<file path="src/rtl/mips_pipe_pkg.sv">
// Shared pipeline types and stall constants
// for the five-stage MIPS datapath.
package mips_pipe_pkg;

  typedef enum logic [1:0] {
    RUN = 2'd0,
    HAZ = 2'd1,
    EXT = 2'd2
  } state_t;

  localparam int LOAD_USE_STALLS    = 1;
  localparam int BRANCH_ALU_STALLS  = 1;
  localparam int BRANCH_LOAD_STALLS = 2;

endpackage

</file>
<file path="src/rtl/hazard_detect_r0.sv">
// Combinational hazard match and required
// stall count for the instruction in ID.
module hazard_detect_r0
  import mips_pipe_pkg::*;
#(
  parameter int REG_ADDR_WIDTH = 5,
  parameter int STALL_WIDTH    = 2
) (
  input  logic                      id_valid,
  input  logic [REG_ADDR_WIDTH-1:0] id_rs,
  input  logic [REG_ADDR_WIDTH-1:0] id_rt,
  input  logic                      id_uses_rs,
  input  logic                      id_uses_rt,
  input  logic                      id_branch,
  input  logic                      ex_memRead,
  input  logic                      ex_regWrite,
  input  logic [REG_ADDR_WIDTH-1:0] ex_regToWrite,
  input  logic                      mem_memRead,
  input  logic [REG_ADDR_WIDTH-1:0] mem_regToWrite,
  output logic [STALL_WIDTH-1:0]    n
);

  localparam logic [STALL_WIDTH-1:0] N_LU =
    STALL_WIDTH'(LOAD_USE_STALLS);
  localparam logic [STALL_WIDTH-1:0] N_BA =
    STALL_WIDTH'(BRANCH_ALU_STALLS);
  localparam logic [STALL_WIDTH-1:0] N_BL =
    STALL_WIDTH'(BRANCH_LOAD_STALLS);

  logic ex_m;
  logic mem_m;
  logic [STALL_WIDTH-1:0] c_lu;
  logic [STALL_WIDTH-1:0] c_ba;
  logic [STALL_WIDTH-1:0] c_bl;
  logic [STALL_WIDTH-1:0] c_bm;
  logic [STALL_WIDTH-1:0] m0;
  logic [STALL_WIDTH-1:0] m1;

  // $0 is hardwired, so it never carries a hazard
  assign ex_m = id_valid && (ex_regToWrite != '0) &&
    ((id_uses_rs && id_rs == ex_regToWrite) ||
     (id_uses_rt && id_rt == ex_regToWrite));

  assign mem_m = id_valid && (mem_regToWrite != '0) &&
    ((id_uses_rs && id_rs == mem_regToWrite) ||
     (id_uses_rt && id_rt == mem_regToWrite));

  assign c_lu = (!id_branch && ex_memRead && ex_m)
    ? N_LU : '0;
  assign c_ba = (id_branch && ex_regWrite &&
    !ex_memRead && ex_m) ? N_BA : '0;
  assign c_bl = (id_branch && ex_memRead && ex_m)
    ? N_BL : '0;
  assign c_bm = (id_branch && mem_memRead && mem_m)
    ? N_BA : '0;

  assign m0 = (c_lu > c_ba) ? c_lu : c_ba;
  assign m1 = (c_bl > c_bm) ? c_bl : c_bm;
  assign n  = (m0 > m1) ? m0 : m1;

endmodule

</file>
<file path="src/rtl/hazard_control_r0.sv">
// Stall sequencer: bubbles on hazards, freezes
// the pipeline on external wait requests.
module hazard_control_r0
  import mips_pipe_pkg::*;
#(
  parameter int REG_ADDR_WIDTH = 5,
  parameter int CNT_WIDTH      = 32,
  parameter int STALL_WIDTH    = 2
) (
  input  logic                      clk,
  input  logic                      rst,
  input  logic                      id_valid,
  input  logic [REG_ADDR_WIDTH-1:0] id_rs,
  input  logic [REG_ADDR_WIDTH-1:0] id_rt,
  input  logic                      id_uses_rs,
  input  logic                      id_uses_rt,
  input  logic                      id_branch,
  input  logic                      ex_memRead,
  input  logic                      ex_regWrite,
  input  logic [REG_ADDR_WIDTH-1:0] ex_regToWrite,
  input  logic                      mem_memRead,
  input  logic [REG_ADDR_WIDTH-1:0] mem_regToWrite,
  input  logic                      ext_stall_req,
  output logic                      pc_en_n,
  output logic                      ifid_en_n,
  output logic                      idex_flush,
  output logic                      pipe_en_n,
  output logic                      busy,
  output logic [CNT_WIDTH-1:0]      stall_cycles
);

  state_t state;
  state_t state_nx;
  state_t ret;
  state_t ret_nx;
  state_t cur;
  logic [STALL_WIDTH-1:0] cnt;
  logic [STALL_WIDTH-1:0] cnt_nx;
  logic [STALL_WIDTH-1:0] n;

  hazard_detect_r0 #(
    .REG_ADDR_WIDTH(REG_ADDR_WIDTH),
    .STALL_WIDTH   (STALL_WIDTH)
  ) u_detect (
    .id_valid      (id_valid),
    .id_rs         (id_rs),
    .id_rt         (id_rt),
    .id_uses_rs    (id_uses_rs),
    .id_uses_rt    (id_uses_rt),
    .id_branch     (id_branch),
    .ex_memRead    (ex_memRead),
    .ex_regWrite   (ex_regWrite),
    .ex_regToWrite (ex_regToWrite),
    .mem_memRead   (mem_memRead),
    .mem_regToWrite(mem_regToWrite),
    .n             (n)
  );

  always_ff @(posedge clk) begin
    if (!rst) begin
      state <= RUN;
      ret   <= RUN;
      cnt   <= '0;
    end else begin
      state <= state_nx;
      ret   <= ret_nx;
      cnt   <= cnt_nx;
    end
  end

  // Leaving EXT behaves as a normal cycle of the saved state
  assign cur = (state == EXT) ? ret : state;

  always_comb begin
    state_nx   = cur;
    ret_nx     = ret;
    cnt_nx     = cnt;
    pc_en_n    = 1'b0;
    ifid_en_n  = 1'b0;
    idex_flush = 1'b0;
    pipe_en_n  = 1'b0;
    if (ext_stall_req) begin
      pc_en_n   = 1'b1;
      ifid_en_n = 1'b1;
      pipe_en_n = 1'b1;
      ret_nx    = cur;
      state_nx  = EXT;
    end else begin
      unique case (cur)
        HAZ: begin
          pc_en_n    = 1'b1;
          ifid_en_n  = 1'b1;
          idex_flush = 1'b1;
          cnt_nx     = cnt - 1'b1;
          state_nx   = (cnt == STALL_WIDTH'(1))
            ? RUN : HAZ;
        end
        default: begin
          state_nx = RUN;
          if (n != '0) begin
            pc_en_n    = 1'b1;
            ifid_en_n  = 1'b1;
            idex_flush = 1'b1;
            if (n > STALL_WIDTH'(1)) begin
              cnt_nx   = n - 1'b1;
              state_nx = HAZ;
            end
          end
        end
      endcase
    end
  end

  assign busy = (state != RUN);

  always_ff @(posedge clk) begin
    if (!rst) begin
      stall_cycles <= '0;
    end else if (pc_en_n && stall_cycles != '1) begin
      stall_cycles <= stall_cycles + 1'b1;
    end
  end

endmodule
</file>
<file path="config.mk">
export PLATFORM = sky130hd
export DESIGN_NAME = hazard_control_r0
export DESIGN_NICKNAME = d
export VERILOG_FILES = /design/src/rtl/mips_pipe_pkg.sv /design/src/rtl/hazard_detect_r0.sv /design/src/rtl/hazard_control_r0.sv
export SDC_FILE = /design/constraint.sdc
export NUM_CORES = 1
export LEC_CHECK = 0
export CAP_MARGIN = 20
export CORE_ASPECT_RATIO = 0.75
export CORE_MARGIN = 2
export CORE_UTILIZATION = 42
export DETAILED_ROUTE_END_ITERATION = 6
export PLACE_DENSITY = 0.78
export RECOVER_POWER = 100
export SETUP_SLACK_MARGIN = 0.15
export SLEW_MARGIN = 40
export SYNTH_ARGS = -nofsm -noshare
export SYNTH_HDL_FRONTEND = slang
export SYNTH_SLANG_ARGS = --single-unit
</file>
<file path="constraint.sdc">
create_clock -name clk -period 6.81 [get_ports clk]
set_input_delay 1.362 -clock clk [delete_from_list [all_inputs] [get_ports clk]]
set_output_delay 1.362 -clock clk [all_outputs]
set_load 0.005 [all_outputs]
</file>
==> flow_summary.json <==
{
  "setup_tns_ns": 0,
  "drc": 0,
  "synth_ff_type": "dfxtp_1",
  "fin_crit_ns": 6.55,
  "drt-initial-drc-count": 107,
  "slew_headroom": 0.657,
  "finClkSkew_ns": 0.00452,
  "cts.clk_slew.worst_paths_ns": 0.07,
  "maxCapViolations": 0,
  "diodes": 0,
  "hp-class": "reg2reg",
  "drtPass1Iterations": 4,
  "max_clock_freq_mhz": 153,
  "irDropWorstVdd_mv": 0.0771,
  "io_buffers": 66,
  "grt_overflow_total": 0,
  "numCtsBuffers": 5,
  "synth_edf_count": 0,
  "final_hold_viol_count": 0,
  "syn_area_um2": 2320,
  "setup.worst_path.end_class": "primary output",
  "power_frac_comb": 0.126,
  "syn_to_final_growth_pct": 37.3,
  "cts_tree": "built",
  "drive_gt1_frac": 0.0785,
  "start_util": 0.436,
  "fin_crit_sh": 0.962,
  "drv_slew": 0,
  "start_kind": "input pin",
  "cts-root-buf": "clkbuf_8",
  "arrival_ns": 5.19,
  "ys_seq_elements": 38,
  "final_cell_mix": "38 x dfxtp_1, 36 x dlygate4sd3_1, 35 x xnor2_1",
  "slowest_stage": "or4b_2",
  "cts_hold_buf": 0,
  "final_antenna_net_count": 0,
  "place_ws_ns": 0.104,
  "path_cells": "clkdlybuf4s50_1 -> xor2_1 -> nor4_1 -> a32oi_2 -> nor3_2 -> inv_1 -> and3_1 -> ha_1 -> or4b_2 -> a2bb2oi_1 -> nor2_1 -> inv_1 -> ha_1 -> nor4b_4 -> inv_2 -> clkdlybuf4s50_1",
  "powerDensity_nw_per_um2": 149,
  "rsz0062_at_grt": "no",
  "tightest_slew_ns": 0.511,
  "grt_pass1_vias": 2057,
  "die_w_um": 89.8,
  "grt_max_degree": 27,
  "clkLatencyLatePin_ns": 0.28,
  "syn_nets": 310,
  "num_rows": 23,
  "outcome": "complete, no violations",
  "core_um2": 5320,
  "fin_cells": 419,
  "syn_inst": 276,
  "synthDistinctLibCells": 50,
  "path_class": "in2out",
  "hpwl_mm": 4.19,
  "die_h_um": 68.4,
  "antenna_found_initial": 0,
  "fill_cells": 473,
  "placedCellCount": 408,
  "p_sw_mw": 0.106,
  "clockBufferDepth": 2,
  "num_vias": 2153,
  "finalNetCount": 377,
  "fp.dieArea_um2": 6140,
  "mostFrequentLayoutCell": "dfxtp_1",
  "clock-sinks": 38,
  "grt_usage": 0.191,
  "h-tree-depth": 2,
  "critPathMaxFanout": 5,
  "max_stage_delay_ns": 0.64,
  "yosysWarnings": 0,
  "worstPathRequired_ns": 5.45,
  "p_int_mw": 0.367,
  "vias_per_cell": 5.14,
  "swShare": 0.223,
  "p_clk_frac": 0.393,
  "seq_power_share": 0.481,
  "gp_congestion": 0.883,
  "async_flop_share": 0,
  "drt-total-wl_mm": 5.70,
  "ys_seq_area_frac": 0.328,
  "setup_slack_ns": 0.259,
  "leakage_nw": 1.27,
  "wire_per_inst_um": 13.6,
  "postSynthAreaPerCell_um2": 8.40,
  "grt_pass1_wl_mm": 9.54,
  "ios": 67,
  "finalSetupViolCount": 0
}
[critical path: cells and delay by family]
family / cells / cell delay (ns)
xor gates and xnor gates: 1 / 0.19
buffers and inverters: 5 / 1.20
adders and majority gates: 2 / 0.48
and+or+nand+nor: 6 / 1.68
AOI/OAI and AO/OA: 2 / 0.28
[synth_stat cells, types with 3 or more instances]
master	instances	area [um2]
nor2_1	28	105
and2_1	19	119
xor2_1	13	114
nor4_1	3	18.8
dfxtp_1	38	761
nand3_1	17	85.1
inv_1	6	22.5
nand2b_1	3	18.8
clkbuf_1	5	18.8
xnor2_1	35	307
o21ai_0	4	20.0
ha_1	4	50.1
nor3_1	12	60.1
a21oi_1	5	25.0
nand2_1	23	86.3
nand4_1	11	68.8
and3_1	6	37.5
[cells by family (layout without fill, tap and decap cells)]
group,count (synthesis),count (layout),share of synthesized area
muxes,2,2,0.00863
buffers and inverters,18,86,0.0394
AOI/OAI and AO/OA,20,20,0.0550
DFF,38,38,0.328
xor gates and xnor gates,48,48,0.181
and+or+nand+nor,146,146,0.366
adders and majority gates,4,4,0.0216
[metrics by stage]
step	util	total power, mW	instance area (um2)	hold slack, ns
finish	0.598	0.473	3180	0.493
detailed placement	0.567	0.291	3020	0.482
CTS	0.588	0.474	3130	0.497
global placement	0.567	0.290	3020	0.461
global route	0.598	0.492	3180	0.528
floorplan	-	0.259	2320	0.444
[layer usage]
layer / up-vias / track usage / wire, um
li1: 1087 / - / -
met1: 1009 / 0.258 / 2800
met2: 53 / 0.317 / 2550
met3: 4 / 0.0463 / 298
met4: 0 / 0.0385 / 42
met5: - / 0 / 0
[state kept, by name, summed over array words and instances, names as in the netlist]
register and flops:
state 2, stall_cycles 32, ret 2, cnt 2
[timing repair]
action	CTS	global route
pin swaps	0	5
endpoints found under the setup margin	2	3
gates resized for setup	1	11
setup buffers	0	3
[layout make-up]
type / instances / area [um2] / share of cell area
clock inverter: 1 / 30.0 / 0.00943
sequential: 38 / 761 / 0.239
multi-input combinational: 220 / 1500 / 0.471
tap: 75 / 93.8 / 0.0295
timing repair buffer: 70 / 694 / 0.218
clock buffer: 7 / 76.3 / 0.0240
inverter: 8 / 30.0 / 0.00943
[worst paths after layout]
path         slack (ns)  cells after the start               end             start
max                0.26                     16         ifid_en_n  ex_regToWrite[3]
min                0.49                      2            ret[1]            ret[1]
max reg2reg        4.54                      8  stall_cycles[14]          state[0]
min reg2reg        0.49                      2            ret[1]            ret[1]
[power by group through the flow]
stage	Clock [mW]	Sequential (mW)	Combinational, mW
finish	0.186	0.228	0.0596
global route	0.199	0.228	0.0650
CTS	0.188	0.228	0.0590
detailed placement	0	0.233	0.0585
global placement	0	0.233	0.0571
floorplan	0	0.232	0.0265
No activity file was read; power rests on OpenSTA's default activity.
